<file path="config.mk">
export PLATFORM = sky130hd
export DESIGN_NAME = axi_fifo_store
export DESIGN_NICKNAME = d
export VERILOG_FILES = /design/src/rtl/axi_fifo_store.sv
export SDC_FILE = /design/constraint.sdc
export NUM_CORES = 1
export LEC_CHECK = 0
export CELL_PAD_IN_SITES_DETAIL_PLACEMENT = 0
export CELL_PAD_IN_SITES_GLOBAL_PLACEMENT = 1
export CORE_MARGIN = 1
export CORE_UTILIZATION = 54
export CTS_CLUSTER_DIAMETER = 100
export CTS_CLUSTER_SIZE = 30
export DETAILED_ROUTE_END_ITERATION = 10
export GPL_TIMING_DRIVEN = 0
export PLACE_DENSITY_LB_ADDON = 0.1
export SKIP_CTS_REPAIR_TIMING = 1
export SLEW_MARGIN = 10
export SYNTH_ARGS = -nofsm -noshare
export SYNTH_HDL_FRONTEND = slang
export SYNTH_SLANG_ARGS = --single-unit
</file>
<file path="constraint.sdc">
create_clock -name aclk -period 5 [get_ports aclk]
set_input_delay 0.5 -clock aclk [delete_from_list [all_inputs] [get_ports aclk]]
set_output_delay 0.5 -clock aclk [all_outputs]
set_load 0.01 [all_outputs]
</file>
<file path="src/rtl/axi_fifo_store.sv">
// First-word-fall-through FIFO used as the storage stage behind the AXI-Lite FIFO bridge.
// Define FIFO_ERR_FLAGS_EN to build the sticky overflow/underflow flags; otherwise they are tied to 0.
module axi_fifo_store #(
    parameter int DATA_WIDTH   = 32,
    parameter int ADDR_WIDTH   = 4,
    parameter int AFULL_LEVEL  = 14,
    parameter int AEMPTY_LEVEL = 2
) (
    input  logic                  aclk,
    input  logic                  aresetn,
    input  logic [DATA_WIDTH-1:0] wr_data,
    input  logic                  wr_en,
    output logic                  full,
    output logic                  almost_full,
    output logic [DATA_WIDTH-1:0] rd_data,
    input  logic                  rd_en,
    output logic                  empty,
    output logic                  almost_empty,
    output logic [ADDR_WIDTH:0]   count,
    output logic                  overflow,
    output logic                  underflow,
    input  logic                  clr_err
);
    localparam int DEPTH = 1 << ADDR_WIDTH;
    localparam logic [ADDR_WIDTH:0] AFULL_L  = AFULL_LEVEL[ADDR_WIDTH:0];
    localparam logic [ADDR_WIDTH:0] AEMPTY_L = AEMPTY_LEVEL[ADDR_WIDTH:0];

    logic [DATA_WIDTH-1:0] mem [DEPTH];
    logic [ADDR_WIDTH:0]   wr_ptr, rd_ptr;
    logic                  wr_fire, rd_fire;

    // Extra pointer MSB is the wrap bit, so full and empty stay distinguishable.
    assign empty        = (wr_ptr == rd_ptr);
    assign full         = (wr_ptr[ADDR_WIDTH] != rd_ptr[ADDR_WIDTH]) &&
                          (wr_ptr[ADDR_WIDTH-1:0] == rd_ptr[ADDR_WIDTH-1:0]);
    assign count        = wr_ptr - rd_ptr;
    assign almost_full  = (count >= AFULL_L);
    assign almost_empty = (count <= AEMPTY_L);
    assign rd_data      = mem[rd_ptr[ADDR_WIDTH-1:0]];

    assign wr_fire = wr_en && !full;
    assign rd_fire = rd_en && !empty;

    always_ff @(posedge aclk or negedge aresetn) begin
        if (!aresetn) begin
            wr_ptr <= '0;
            rd_ptr <= '0;
        end else begin
            if (wr_fire) wr_ptr <= wr_ptr + 1'b1;
            if (rd_fire) rd_ptr <= rd_ptr + 1'b1;
        end
    end

    // Storage is not reset; the aresetn gate keeps writes during reset out of the array.
    always_ff @(posedge aclk) begin
        if (wr_fire && aresetn) mem[wr_ptr[ADDR_WIDTH-1:0]] <= wr_data;
    end

`ifdef FIFO_ERR_FLAGS_EN
    logic ovf_set, unf_set;
    assign ovf_set = wr_en && full;
    // A read paired with a write into an empty FIFO loses nothing, so it is not an underflow.
    assign unf_set = rd_en && empty && !wr_en;

    always_ff @(posedge aclk or negedge aresetn) begin
        if (!aresetn) begin
            overflow  <= 1'b0;
            underflow <= 1'b0;
        end else begin
            overflow  <= ovf_set || (overflow  && !clr_err);
            underflow <= unf_set || (underflow && !clr_err);
        end
    end
`else
    logic unused_clr_err;
    assign unused_clr_err = clr_err;
    assign overflow       = 1'b0;
    assign underflow      = 1'b0;
`endif

endmodule

</file>
Word level (Yosys, flattened, before mapping)

Memories as Yosys holds them, arrays and structs flattened.
Cells that the tools add are included.

Register bits after elaboration: 10
RAM bits: 512
Input bits: 37
Output and inout bits: 43
Logic and storage cells: 19
Memories kept: 1

Memory list:

| name | depth | bits a word | rd ports | clocked after memory_dff | write ports | line | source |
|---|---|---|---|---|---|---|---|
| mem  | 16    | 32          | 1        | 0                        | 1           | 28   | `logic [DATA_WIDTH-1:0] mem [DEPTH];` |

Add/subtract/negate cells: 3
$lt $le $gt $ge: 2
Eq/ne operators: 3
Muxes and demuxes: 2
Reduce and logical (&&, ||, !) cells: 6

Operator list:

| kind                                                                                | count |
|---|---|
| 5-bit by 1-bit adder with 5-bit output, second input constant                       | 2 |
| 5-bit == test                                                                       | 1 |
| 5-bit by 4-bit greater-or-equal comparator with 1-bit output, second input constant | 1 |
| 5-bit by 2-bit <= comparator with 1-bit output, second input constant               | 1 |
| 5-bit subtractor                                                                    | 1 |
| 4-bit == test                                                                       | 1 |
| 1-bit logical AND                                                                   | 4 |
| 1-bit logical NOT                                                                   | 2 |
| 1-bit two-way mux                                                                   | 2 |
| 1-bit != test                                                                       | 1 |

Depth between registers and ports, before layout

Gate-level depths: netlist of the first run.

Depth in word-level cells: 7
Depth in mapped cells: 9
Gate-level depth less buffers: 8

Worst setup path after synthesis of the first run

OpenSTA, ideal clock, no wires.

Kind: register to register
Start: register rd_ptr[2]
End: memory mem[0][0], enable pin
Setup time: 0.461 ns
Arrival: 4.017 ns
Data required time: 4.539 ns
Slack: 0.522 ns
Cell stages (with the launch flop): 10
Path buffers: 3
Clock period less this slack: 4.478 ns
Cells stage by stage: dfrtp_1 buf_2 buf_1 inv_1 ha_1 nand4_1 o21a_1 buf_2 nand3_1 nor3_1

Cells in the longest elaborated chain, start to end: 7

RTL lines:

| what                                    | line | source |
|---|---|---|
| start: declaration                      | 29   | `logic [ADDR_WIDTH:0] wr_ptr, rd_ptr;` |
| start signal: assignment                | 50   | `if (rd_fire) rd_ptr <= rd_ptr + 1'b1;` |
| 4-bit == test                           | 35   | `(wr_ptr[ADDR_WIDTH-1:0] == rd_ptr[ADDR_WIDTH-1:0]);` |
| 1-bit logical AND                       | 34   | `assign full = (wr_ptr[ADDR_WIDTH] != rd_ptr[ADDR_WIDTH]) &&` |
| 1-bit logical NOT                       | 41   | `assign wr_fire = wr_en && !full;` |
| 1-bit logical AND                       | 41   |  |
| 1-bit logical AND                       | 56   | `if (wr_fire && aresetn) mem[wr_ptr[ADDR_WIDTH-1:0]] <= wr_data;` |
| 1-bit two-way mux                       | 56   |  |
| 1-bit two-way mux (implied by the code) | 56   |  |
| end: declaration                        | 28   |  |

Every way passes these cells.

Worst setup path in the final report of the first run

Start: register rd_ptr[1]
End: memory mem[2][14], enable pin

The elaborated chain is that of the path after synthesis.

==> results of run 1 <==
[layout by cell type, fill, tap and decap left out, types with 4 or more instances in the layout]
master           instances
a22oi_1                 32
a32oi_1                 32
buf_1                    6
buf_12                  10
buf_2                   15
buf_4                   17
buf_6                   13
clkbuf_1                26
clkbuf_16               21
clkdlybuf4s50_1         76
dfrtp_1                 10
edfxtp_1               512
ha_1                     9
inv_1                    6
mux2i_1                 96
mux4_2                  96
nand2_1                  5
nand3_1                  5
nand4_1                  4
nor2_4                  12
nor3_2                   4
o21ai_1                 32
xnor2_1                  9
[flip-flops by register name, indices dropped and copies added (netlist names)]
| register | flops |
|---|---|
| wr_ptr | 5 |
| rd_ptr | 5 |
| mem | 512 |
[area by class of cell]
class | count | share of cell area
buffer | 55 | 0.0137
sequential | 522 | 0.689
inverter | 7 | 0.00116
tap | 468 | 0.0258
clock buffer | 27 | 0.0242
multi-input combinational | 363 | 0.195
clock inverter | 1 | 0.000882
timing repair buffer | 104 | 0.0507
[metrics by stage]
step	total power, mW	std cells
floorplan	8.07	947
global placement	9.92	1491
detailed placement	10.0	1519
CTS	12.0	1547
global route	12.5	1547
finish	11.9	1547
[cells by family after synthesis]
family                   count (synthesis)  synth area share
AO/OA/AOI/OAI                          107            0.0373
adder cells (fa/ha/maj)                 10           0.00654
XOR/XNOR                                12           0.00518
multiplexers                           192             0.154
other                                    1          0.000185
buffers and inverters                   62            0.0167
AND/OR/NAND/NOR                         40           0.00932
flip-flops                             522             0.771
[worst max-delay path, stage by stage, from the launching register on]
cell and delay, ns:
dfrtp_1 0.45, inv_1 0.24, clkbuf_1 0.73, ha_1 0.39, nand4_1 0.19, o21a_1 0.17, buf_2 0.22, nand3_1 0.34
nor3_2 0.65, buf_4 0.33, buf_6 0.18, buf_4 0.23
[worst paths after layout]
path / to / slack [ns]
max: mem[2][14]$_DFFE_PP_ / 0.55
min: wr_ptr[4]$_DFFE_PN0N_ / 0.36
max reg2reg: mem[2][14]$_DFFE_PP_ / 0.55
min reg2reg: wr_ptr[4]$_DFFE_PN0N_ / 0.56
max in group asynchronous: rd_ptr[4]$_DFFE_PN0P_ / 4.20
min in group aclk: wr_ptr[4]$_DFFE_PN0N_ / 0.56
[layer usage]
layer	share of wire	vias to the layer above
met4	0.014	2
met2	0.48	261
met1	0.45	5108
li1	-	4189
met5	0.00029	-
met3	0.054	39
[power by group]
group / switching (mW) / internal, mW / total, mW
Clock: 1.24 / 0.791 / 2.03
Combinational: 2.57 / 2.17 / 4.74
Sequential: 0.0842 / 5.06 / 5.14
==> reports/qor.yml, run 1 <==
synth-main-ff-cell: "edfxtp_1"
antenna_found_initial: 1
n_antenna_cell: 0
routed_via_density: 6.20
drc: 0
drv_cap: 0
cts_tree: "built"
worst_pin_slew_ns: 1.15
crit_start: "rd_ptr[1]$_DFFE_PN0P_"
fin_setup_tns_ns: 0
peakVddDrop_uv: 320
synth_top_area_frac: 0.758
synth_common_cells: "512 x edfxtp_1, 96 x mux2i_1, 96 x mux4_2"
synthArstFlopShare: 0.0192
synth_edf_count: 512
status: "finished clean"
post_synth_num_cell_types: 34
seqCellArea_mm2: 0.0156
setup_viol: 0
grt.total_usage: 0.242
dpl_cell_area_mm2: 0.0221
firstDrtPassIters: 5
dr.first_iter.drc_count: 930
seq_area_frac_synth: 0.771
wirelength_um: 45100
wire_per_inst_um: 29.1
fin_skew_ns: 0.0198
placement.setup.worst_slack_ns: 0.592
grt_pass1_wl_um: 65800
syn_to_final_growth_pct: 11.9
path_max_fanout: 11
io_pins: 80
critPathArrivalTime_ns: 4.71
slew_violations: 0
cts_buffers: 21
grtUsageMet1: 0.369
yosys-top-cells-area: "edfxtp_1 76%, mux4_2 11%, mux2i_1 4.7%, a32oi_1 1.4%, dfrtp_1 1.2%"
syn_area_mm2: 0.0203
critPathLaunchType: "flop"
fp-row-count: 70
gp_congestion: 0.742
grt_max_degree: 32
synth.most_common_cell: "edfxtp_1"
cp.required_ns: 5.26
die_w_um: 196
cts_sinks: 522
fillers: 2633
drive_above_1_share: 0.178
clkTransAtPathRegs_ns: 0.11
portBuffers: 76
ys_ff_latch: 522
reg2regPathDepth: 11
cts-root-buf: "clkbuf_16"
die_h_um: 196
grtUsageMet3: 0.0282
syn_inst: 946
grt.overflow.total: 0
critical_path_class: "reg2reg"
worst_slack_ns: 0.551
coreArea_mm2: 0.0368
hold_path_class: "in2async"
clock_path_buffers: 3
initial_utilization: 0.551
layout.nets: 1121
yosysWarnings: 0
ant_nets: 0
syn-mean-instance-area_um2: 21.4
final-hold-violation-count: 0
r2r-start: "rd_ptr[1]$_DFFE_PN0P_"
clk_latency_ns: 0.55
min_period_ns: 4.45
post-route-period-util: 0.890
hold_ws_ns: 0.357
vias: 9599
utilization: 0.617
dieArea_mm2: 0.0383
top_usage_layer: "met2"
grtUsageMet2: 0.389
worstSetupEndpointType: "flop"
power_leakage_nw: 7.23
place_hpwl_um: 28500
max_clock_freq_ghz: 0.225
cts.htree.levels: 1
rsz0062_at_grt: "no"
multi_input_area_mm2: 0.00442
grt_pass1_vias: 9604
p_per_area_mw_per_mm2: 525
synth_largest_area_cell: "edfxtp_1"
stdcell_area_mm2: 0.0227
max_slew_margin: 0.234
Note: power is estimated with default switching activity, not from simulation.
==> run 2: changes to the inputs <==
--- a/config.mk
+++ b/config.mk
@@ -15,7 +15,6 @@
 export GPL_TIMING_DRIVEN = 0
 export PLACE_DENSITY_LB_ADDON = 0.1
 export SKIP_CTS_REPAIR_TIMING = 1
-export SLEW_MARGIN = 10
 export SYNTH_ARGS = -nofsm -noshare
 export SYNTH_HDL_FRONTEND = slang
 export SYNTH_SLANG_ARGS = --single-unit
==> constraint.sdc (replaced) <==
create_clock -name aclk -period 5 [get_ports aclk]
set_input_delay 1.5 -clock aclk [delete_from_list [all_inputs] [get_ports aclk]]
set_output_delay 1.5 -clock aclk [all_outputs]
set_load 0.01 [all_outputs]
==> run 2 against run 1 <==
Flip-flop and latch count is the same. Clock skew grew 0.0029 ns. First-iteration DRC count shrank 1.5%. Non-clock buffer count is the same. Wire length is essentially flat. Global-route usage shrank 0.082 points. Critical path type is now reg2out.
==> reports/qor.yml, run 2 (synthesized netlist as in run 1, its figures left out) <==
status: "finished clean"
drive_above_1_share: 0.180
grt.total_usage: 0.242
critPathMaxStageDelay_ns: 0.57
cts_tree: "built"
fp-row-count: 70
fin_skew_ns: 0.0227
holdPathStages: 1
layout.nets: 1121
crit_buf_inv: 3
ant_nets: 0
wirelength_um: 45100
dpl_cell_area_mm2: 0.0222
portBuffers: 76
cts_buffers: 21
hold_path_class: "reg2reg"
rsz0062_at_grt: "no"
setup_viol: 0
placement.setup.worst_slack_ns: 0.227
critPathArrivalTime_ns: 3.39
wire_per_inst_um: 29.1
ff2ff_setup_slack_ns: 1.04
final_cell_mix: "512 x edfxtp_1, 96 x mux2i_1, 96 x mux4_2"
cts_sinks: 522
crit_slowest_cell: "clkdlybuf4s50_1"
grt.overflow.total: 0
cts-root-buf: "clkbuf_16"
grt_pass1_vias: 9636
max_clock_freq_ghz: 0.205
drv_cap: 0
clkTransAtPathRegs_ns: 0.11
p_per_area_mw_per_mm2: 525
place_hpwl_um: 28700
clk_latency_ns: 0.56
dieArea_mm2: 0.0383
drc: 0
cp.required_ns: 3.50
antenna_found_initial: 1
peakVddDrop_uv: 327
die_w_um: 196
n_antenna_cell: 0
post-route-period-util: 0.978
critPathLaunchType: "flop"
cp_cell_sequence: "inv_1, clkbuf_4, ha_1, nor2b_1, o21a_1, or3_1, a211oi_1, clkdlybuf4s50_1"
layoutNonFillerInstCount: 1549
clock_path_buffers: 3
cts.htree.levels: 1
worstSetupEndpointType: "primary output"
worst_pin_slew_ns: 1.13
die_h_um: 196
gp_congestion: 0.742
grt_max_degree: 32
min_period_ns: 4.89
firstDrtPassIters: 7
vias: 9678
hold_path_end: "wr_ptr[4]$_DFFE_PN0N_"
critical_path_class: "reg2out"
max_slew_margin: 0.246
slew_violations: 0
worst_slack_ns: 0.112
io_pins: 80
r2r-start: "rd_ptr[3]$_DFFE_PN0P_"
final-hold-violation-count: 0
stdcell_area_mm2: 0.0227
cp_top_family: "buffers and inverters"
largest_reg_flops: 512
dp.cells: 1519
syn_to_final_growth_pct: 12.2
layout_commonest_cell: "edfxtp_1"
grt_pass1_wl_um: 65400
reg2regPathDepth: 12
initial_utilization: 0.551
coreArea_mm2: 0.0368
path_max_fanout: 11
routed_via_density: 6.25
power_leakage_nw: 7.25
hp-start: "wr_ptr[4]$_DFFE_PN0N_"
dr.first_iter.drc_count: 916
r2r_end: "mem[3][12]$_DFFE_PP_"
==> run 2: cell count changes in the layout (fill, tap and decap cells not counted), sizes merged <==
cell	before	now
inv	8	7
clkbuf	47	49
buf	63	62
clkinvlp	0	1
clkinv	0	1
==> run 2: metrics by stage <==
stage | setup TNS (ns) | utilization | power [mW] | hold slack [ns]
after floorplan | 0 | - | 8.07 | 0.502
after global placement | -934.06 | 0.588 | 9.92 | 0.525
after detailed placement | 0 | 0.603 | 10.1 | 0.529
after CTS | -0.925 | 0.618 | 12.0 | 0.546
after global routing | 0 | 0.618 | 12.4 | 0.572
final | 0 | 0.618 | 11.9 | 0.546
==> run 2: how the worst max path moves through the flow <==
stage	startpoint	endpoint	slack [ns]	depth (start not counted)
2_1_floorplan	wr_en	mem[0][0]$_DFFE_PP_	0.41	4
5_1_grt	rd_ptr[1]$_DFFE_PN0P_	almost_empty	0.006	8
3_3_place_gp	aresetn	mem[2][17]$_DFFE_PP_	-3.56	3
4_1_cts	rd_ptr[1]$_DFFE_PN0P_	almost_empty	-0.38	8
6_report	rd_ptr[1]$_DFFE_PN0P_	almost_empty	0.11	8
3_5_place_dp	rd_ptr[1]$_DFFE_PN0P_	almost_empty	0.23	8
==> run 2: worst register-to-register path, delay by kind of cell (launching register included) <==
kind | cells | cell delay (ns)
AOI/OAI and AO/OA | 1 | 0.15
buffers and inverters | 7 | 1.56
DFF | 1 | 0.37
adders and majority gates | 1 | 0.36
and+or+nand+nor | 3 | 1.24
==> run 2: area by class of cell <==
cell class                 count  area (µm²)
sequential                   522       15600
fill                        2620       14000
multi-input combinational    363        4420
timing repair buffer         104        1200
tap                          468         586
clock buffer                  28         552
buffer                        55         317
inverter                       7        26.3
clock inverter                 2        23.8
==> run 2: power by group <==
part	switching [mW]	internal [mW]	total (mW)	leakage (nW)
sequential	0.0848	5.06	5.14	4.73
combinational	2.59	2.17	4.76	2.24
clock	1.24	0.792	2.03	0.274
total	3.91	8.02	11.9	7.25
==> run 2: metal layers <==
metal  part of all wire  global-route usage  up-vias
met2               0.48               0.388      286
met5            0.00029                   0        -
met1               0.45               0.370     5152
met3              0.051              0.0220       41
met4              0.015              0.0451        2
li1                   -                   -     4197
